### src/rtl/RV32I_Inst_Pkg.sv
// RV32I_Inst_Pkg: shared instruction constants plus the IF/ID packet type and stage state encoding.
package RV32I_Inst_Pkg;
  localparam logic [31:0] INST_NOP = 32'h0000_0013;
  localparam int IF_ID_XLEN = 32;
  localparam int IF_ID_ILEN = 32;
  localparam int IF_ID_NUM_LANES = 1;
  typedef struct packed {
    logic [IF_ID_NUM_LANES-1:0] lane_valid;
    logic [IF_ID_NUM_LANES*IF_ID_ILEN-1:0] instr;
    logic [IF_ID_XLEN-1:0] pc;
  } if_id_pkt_t;
  typedef enum logic [1:0] {
    EMPTY = 2'b00,
    FULL = 2'b01,
    SKID = 2'b11
  } if_id_state_e;
endpackage

### src/rtl/if_id_slot.sv
// if_id_slot: one packet register; reset wipes everything, clr only invalidates, load captures a packet.
module if_id_slot #(
  parameter int XLEN = 32,
  parameter int ILEN = 32,
  parameter int NUM_LANES = 1,
  parameter logic [XLEN-1:0] RESET_PC = '0
) (
  input logic clk,
  input logic rst,
  input logic clr,
  input logic load,
  input logic [NUM_LANES-1:0] new_lane_valid,
  input logic [NUM_LANES*ILEN-1:0] new_instr,
  input logic [XLEN-1:0] new_pc,
  output logic valid,
  output logic [NUM_LANES-1:0] lane_valid,
  output logic [NUM_LANES*ILEN-1:0] instr,
  output logic [XLEN-1:0] pc
);
  always_ff @(posedge clk) begin
    if (rst) begin
      valid <= 1'b0;
      lane_valid <= '0;
      instr <= '0;
      pc <= RESET_PC;
    end else if (clr) begin
      valid <= 1'b0;
      lane_valid <= '0;
    end else if (load) begin
      valid <= 1'b1;
      lane_valid <= new_lane_valid;
      instr <= new_instr;
      pc <= new_pc;
    end
  end
endmodule

### src/rtl/if_id_skid_reg.sv
// if_id_skid_reg: valid/ready IF/ID stage with a 2-entry skid buffer and NOP bubbles to decode.
// Optional perf counters (stall_cycles, flushed_pkts) when IF_ID_PERF_CNT_EN is defined.
module if_id_skid_reg
  import RV32I_Inst_Pkg::*;
#(
  parameter int XLEN = 32,
  parameter int ILEN = 32,
  parameter int NUM_LANES = 1,
  parameter logic [XLEN-1:0] RESET_PC = 32'h0000_0000
) (
  input logic clk,
  input logic rst_sync,
  input logic flush,
  input logic in_valid,
  output logic in_ready,
  input logic [NUM_LANES*ILEN-1:0] in_instr,
  input logic [NUM_LANES-1:0] in_lane_valid,
  input logic [XLEN-1:0] in_pc,
  output logic out_valid,
  input logic out_ready,
  output logic [NUM_LANES*ILEN-1:0] out_instr,
  output logic [NUM_LANES-1:0] out_lane_valid,
  output logic [XLEN-1:0] out_pc
`ifdef IF_ID_PERF_CNT_EN
  ,
  output logic [31:0] stall_cycles,
  output logic [31:0] flushed_pkts
`endif
);
  logic m_valid, s_valid;
  logic [NUM_LANES-1:0] m_lane_valid, s_lane_valid;
  logic [NUM_LANES*ILEN-1:0] m_instr, s_instr;
  logic [XLEN-1:0] m_pc, s_pc;
  logic in_fire, out_fire, m_load, m_clr, s_load, s_clr;
  if_id_state_e state;
  assign state = if_id_state_e'({s_valid, m_valid});
  assign in_fire = in_valid && in_ready;
  assign out_fire = m_valid && out_ready;
  assign m_load = state == EMPTY ? in_fire : state == FULL ? in_fire && out_fire : out_fire;
  assign m_clr = flush || (state == FULL && out_fire && !in_fire);
  assign s_load = state == FULL && in_fire && !out_fire;
  assign s_clr = flush || (state == SKID && out_fire);
  if_id_slot #(.XLEN(XLEN), .ILEN(ILEN), .NUM_LANES(NUM_LANES), .RESET_PC(RESET_PC)) u_main (
    .clk(clk),
    .rst(rst_sync),
    .clr(m_clr),
    .load(m_load),
    .new_lane_valid(state == SKID ? s_lane_valid : in_lane_valid),
    .new_instr(state == SKID ? s_instr : in_instr),
    .new_pc(state == SKID ? s_pc : in_pc),
    .valid(m_valid),
    .lane_valid(m_lane_valid),
    .instr(m_instr),
    .pc(m_pc)
  );
  if_id_slot #(.XLEN(XLEN), .ILEN(ILEN), .NUM_LANES(NUM_LANES), .RESET_PC(RESET_PC)) u_skid (
    .clk(clk),
    .rst(rst_sync),
    .clr(s_clr),
    .load(s_load),
    .new_lane_valid(in_lane_valid),
    .new_instr(in_instr),
    .new_pc(in_pc),
    .valid(s_valid),
    .lane_valid(s_lane_valid),
    .instr(s_instr),
    .pc(s_pc)
  );
  // in_ready is the registered inverse of next-cycle skid occupancy, so out_ready never reaches it combinationally
  always_ff @(posedge clk) begin
    if (rst_sync || flush) in_ready <= 1'b1;
    else in_ready <= !(s_load || (s_valid && !out_fire));
  end
  assign out_valid = m_valid;
  assign out_pc = m_pc;
  for (genvar i = 0; i < NUM_LANES; i++) begin : g_lane
    assign out_lane_valid[i] = m_valid && m_lane_valid[i];
    assign out_instr[i*ILEN +: ILEN] = out_lane_valid[i] ? m_instr[i*ILEN +: ILEN] : ILEN'(INST_NOP);
  end
`ifdef IF_ID_PERF_CNT_EN
  logic [32:0] stall_sum, flush_sum;
  assign stall_sum = {1'b0, stall_cycles} + 33'(in_valid && !in_ready);
  assign flush_sum = {1'b0, flushed_pkts} + (flush ? 33'(m_valid) + 33'(s_valid) : 33'd0);
  always_ff @(posedge clk) begin
    if (rst_sync) begin
      stall_cycles <= '0;
      flushed_pkts <= '0;
    end else begin
      stall_cycles <= stall_sum[32] ? '1 : stall_sum[31:0];
      flushed_pkts <= flush_sum[32] ? '1 : flush_sum[31:0];
    end
  end
`endif
endmodule

### config.mk
export PLATFORM = sky130hd
export DESIGN_NAME = if_id_skid_reg
export DESIGN_NICKNAME = d
export VERILOG_FILES = /design/src/rtl/RV32I_Inst_Pkg.sv /design/src/rtl/if_id_slot.sv /design/src/rtl/if_id_skid_reg.sv
export SDC_FILE = /design/constraint.sdc
export NUM_CORES = 1
export LEC_CHECK = 0
export CAP_MARGIN = 40
export CORE_MARGIN = 2
export CORE_UTILIZATION = 43
export CTS_CLUSTER_SIZE = 28
export DETAILED_ROUTE_END_ITERATION = 10
export PLACE_DENSITY_LB_ADDON = 0.25
export SLEW_MARGIN = 25
export SYNTH_ARGS = -nofsm -noshare
export SYNTH_HDL_FRONTEND = slang
export SYNTH_SLANG_ARGS = --single-unit
### constraint.sdc
create_clock -name clk -period 3.15 [get_ports clk]
set_input_delay 0.4725 -clock clk [delete_from_list [all_inputs] [get_ports clk]]
set_output_delay 0.4725 -clock clk [all_outputs]
set_load 0.02 [all_outputs]
### After elaboration in Yosys (flattened, before gate mapping)

Index checks and enable logic that the tools add are counted.

* ROM bits: 0
* latch bits: 0
* RAM bits: 0
* input bits: 70
* output and inout port bits: 67
* bits in registers: 133
* logic and storage cells: 41
* memories kept: 0

* $add $sub $neg: 0
* bitwise gates (word level): 2
* div/mod/pow operators: 0
* equality and inequality tests: 2
* order comparisons: 0
* shift operators: 0
* reductions and logical operators: 22
* muxes and demuxes: 6
* multiply operators: 0

Operators by type and width (count)
* two-way mux 32 bit: 3
* logical AND 1 bit: 10
* logical OR 1 bit: 4
* AND reduction 2 bit: 2
* OR reduction 2 bit: 2
* logical NOT 1 bit: 3
* two-way mux 1 bit: 3
* == test 2 x 1 -> 1 bit, second input constant: 1
* == test 2 bit, second input constant: 1
* logical NOT 2 bit: 1
* NOT 1 bit: 2

### Logic depth before layout (Yosys ltp)

Gate-level depths: netlist of run 1.

* depth in word-level cells: 6
* gate-level depth with buffers: 6
* mapped depth without buffers: 3

### Hierarchy

A second synthesis of run 1 with hierarchy kept.

* cell total of the unflattened synthesis: 721
* area, all modules: 7255.7 um2

By module, submodules not included
* if_id_slot: cells each 298, area an instance 2966.6 um2, sequential area each 1321.3 um2, times used 2
* if_id_skid_reg: cells each 125, area an instance 1322.5 um2, sequential area each 20.0 um2, times used 1

### Worst setup path after synthesis of run 1

Ideal clock, no wire load.

* path kind: input port to flip-flop
* start point: input rst_sync
* end point: register u_main.instr[10]
* arrival: 1575 ps
* setup slack: 1441 ps
* cell stages on the path: 5
* data required time: 3016 ps
* buffers on the path: 4
* setup time: 134 ps
* path through: clkbuf_1 clkbuf_1 buf_2 clkbuf_1 o31ai_1

RTL lines
* from (decl): line if_id_skid_reg.sv:12 `input logic rst_sync,`
* to (signal assigned): line if_id_slot.sv:32 `instr <= new_instr;`
* to (decl): line if_id_slot.sv:17 `output logic [NUM_LANES*ILEN-1:0] instr,`

No word-level cell between the ends.

### Worst setup path after layout of run 1

* start point: register u_main.valid
* end point: output out_lane_valid

* longest elaborated chain between the ends: 1

RTL lines
* from (decl): line if_id_slot.sv:15 `output logic valid,`
* from (signal assigned): line if_id_slot.sv:22 `valid <= 1'b0;`
* from (signal assigned): line if_id_slot.sv:27 `valid <= 1'b0;`
* from (signal assigned): line if_id_slot.sv:30 `valid <= 1'b1;`
* logical AND 1 bit: line if_id_skid_reg.sv:77 `assign out_lane_valid[i] = m_valid && m_lane_valid[i];`
* to (decl): line if_id_skid_reg.sv:22 `output logic [NUM_LANES-1:0] out_lane_valid,`

No other way between the ends.

==> impl_metrics.csv, run 1 <==
group,metric,value,unit
synth,syn_inst,727,
synth,synth_area_leader_cell,"dfxtp_1",
synth,synth-seq-cells,133,
die,dieArea,17300,um^2
worst_setup_path,crit_required,2.68,ns
hold_path,hold_start,"rst_sync",
synth,synth.distinct_cells,31,
power_and_ir_drop,ir_drop,0.380,mV
global_routing,grt_usage,20.8,%
synth,netlist_area,7000,um^2
timing,tns,0,ns
timing,finClkSkew,0.00440,ns
synth,synth_compound_area_share,16.6,%
cts,postCtsResizedCells,0,
timing,relSlewSlack,48.3,%
global_routing,first_global_vias,5814,
place,gp_congestion,0.723,
timing,fmax,362,MHz
global_routing,antenna_found_initial,1,
die,die_h,132,um
cts,cts_buffers,17,
synth,synth.avg_cell_area,9.63,um^2
cts,cts_root_buf,"clkbuf_16",
routing,drtIter0Drc,373,
cts,clk_pin_slew_worst_paths,0.06,ns
die,ios,137,
synth,synth-simple-area-share,21.2,%
routing,wl_per_cell,17.4,um
final_layout,layout_commonest_cell,"clkdlybuf4s50_1",
final_layout,drive_above_1_share,6.82,%
place,dp_hpwl,10.9,mm
final_layout,fin_nets,881,
timing,finalSetupViolCount,0,
worst_setup_path,timing.rr.end,"u_main.instr[23]",
die,std_cell_rows,46,
routing,drt_pass1_iterations,4,
final_layout,area_growth,28.8,%
cts,cts_buffer_depth,2,
synth,synth_area_leaders,"dfxtp_1 (38%), mux2i_1 (18%), nand2b_1 (12%), o41ai_1 (8.0%), o31ai_1 (6.5%)",
global_routing,grt_pass1_wl,29.7,mm
hold_path,worstHoldPathType,"in2reg",
place,port_buffers,136,
global_routing,overflow,0,
timing,slew_viol_final,0,
timing,rsz0062_at_grt,"no",
flow_run,drv_cap,0,
worst_setup_path,r2r_start,"u_main.valid",
synth,synth-adder-area-share,0,%
place,place_inst,1006,
worst_setup_path,startpoint_type,"flop",
final_layout,fin_cells,1038,
die,core,15900,um^2
worst_setup_path,reg2regPathDepth,5,
synth,yosysWarnings,0,
cts,clk_latency,0.42,ns
synth,synth_top_family_by_area,"simple AND/OR/NAND/NOR gates",
cts,cts_hold_buffers,0,
routing,drc_errors,0,
place,place_area,8420,um^2
synth,seq_area_frac_synth,38.0,%
routing,vias,5799,
synth,synth_edf_count,0,
power_and_ir_drop,cellPowerDensity,457,nW/um^2
worst_setup_path,end_kind,"output pin",
worst_setup_path,r2r_setup_slack,0.79,ns
timing,tightest_slew,0.775,ns
worst_setup_path,cp_max_fo,21,
routing,viasPerCell,5.59,
cts,cts_tree,"built",
synth,synth_ff_type,"dfxtp_1",
global_routing,grt_max_degree,140,
synth,synth-xor-area-share,0,%
worst_setup_path,criticalPathCategory,"reg2out",
cts,clock_sinks,133,
final_layout,layout_common_cells,"clkdlybuf4s50_1 (134), dfxtp_1 (133), nand2b_1 (132), mux2i_1 (128), nor2b_1 (65)",
cts,cts_setup_buffers,0,
power_and_ir_drop,p_leak,3.56,nW
final_layout,finalInstanceArea,9020,um^2
worst_setup_path,cp.arrival,2.29,ns
cts,h-tree-depth,4,
timing,fin_crit,2.76,ns
hold_path,holdPathStages,2,
timing,period_share,87.7,%
synth,async_reset_ff_share,0,%
hold_path,whs_endpoint,"u_main.pc[15]",
die,start_util,44.1,%
routing,wl,18.1,mm
power_and_ir_drop,power,4.12,mW
synth,synth_top_cell_area_share,38.0,%
synth,synth_mux_area_share,18.3,%
timing,finalHoldViolations,0,
outcome,status,"completed",
die,die_x,132,um
synth,syn_nets,797,
routing,ant_nets,0,
metal layers:
| metal | wire length [um] | GRT usage, % | up-vias |
|---|---|---|---|
| met5 | 0 | 0 | - |
| met4 | 143 | 5.01 | 0 |
| li1 | - | - | 2807 |
| met2 | 8730 | 34.1 | 152 |
| met1 | 8240 | 26.8 | 2828 |
| met3 | 988 | 6.33 | 12 |
state kept, by name, summed over array words and instances, names as in the netlist:
signal / count
in_ready: 1
u_main.instr: 32
u_main.lane_valid: 1
u_main.pc: 32
u_main.valid: 1
u_skid.instr: 32
u_skid.lane_valid: 1
u_skid.pc: 32
u_skid.valid: 1
critical path: stages (launching register included):
cell,delay (ns)
dfxtp_1,0.81
buf_6,0.24
and2_1,0.19
clkdlybuf4s50_1,0.62
logic make-up after synthesis:
kind of cell | Yosys count
and+or+nand+nor | 237
AOI/OAI and AO/OA | 141
DFF | 133
muxes | 128
buffers and inverters | 88
synthesized netlist by cell type, types with 2 or more instances:
cell	instances
buf_4	7
buf_2	9
mux2i_1	128
a21oi_1	2
nor2b_1	66
and3_1	29
nand2b_1	132
nand2_1	2
o41ai_1	64
o31ai_1	61
o31ai_2	5
clkbuf_1	65
o21ai_0	2
dfxtp_1	133
buf_6	6
report_power, final:
group | leakage, nW | switching [mW] | internal (mW)
clock network | 0.276 | 0.686 | 1.21
logic | 2.21 | 0.232 | 0.228
registers | 1.08 | 0.0306 | 1.73
total | 3.56 | 0.948 | 3.17
worst max path at each step:
stage,from,end,slack [ns],depth (start not counted)
2_1_floorplan,rst_sync,u_main.instr[10],1.44,5
3_3_place_gp,u_main.valid,u_main.instr[13],0.62,5
3_5_place_dp,out_ready,u_main.instr[8],0.59,5
4_1_cts,u_main.valid,out_lane_valid,0.35,3
5_1_grt,u_main.valid,out_lane_valid,0.26,3
6_report,u_main.valid,out_lane_valid,0.39,3
cell type report:
| cell class | instances | area (um^2) |
|---|---|---|
| Fill cell | 1405 | 6870 |
| Timing Repair Buffer | 152 | 1560 |
| Clock inverter | 5 | 75.1 |
| Clock buffer | 24 | 482 |
| Inverter | 1 | 3.75 |
| Tap cell | 216 | 270 |
| Multi-Input combinational cell | 506 | 3970 |
| Sequential cell | 133 | 2660 |
| Antenna cell | 1 | 2.50 |
through the flow:
stage | util (%) | hold WS [ns] | worst slack [ns]
2_1_floorplan | - | 0.448 | 1.44
3_3_place_gp | 52.9 | 0.457 | 0.616
5_1_grt | 56.8 | 0.364 | 0.256
6_report | 56.8 | 0.372 | 0.387
4_1_cts | 56.5 | 0.475 | 0.349
3_5_place_dp | 53.0 | 0.464 | 0.591
Power figures use the tool's default switching activity.
==> inputs of run 2 (changes only) <==
- HOLD_SLACK_MARGIN: not set -> 0.08
==> results of run 2 <==
Same layout as run 1: the final DEF is identical, and so are final timing and power.
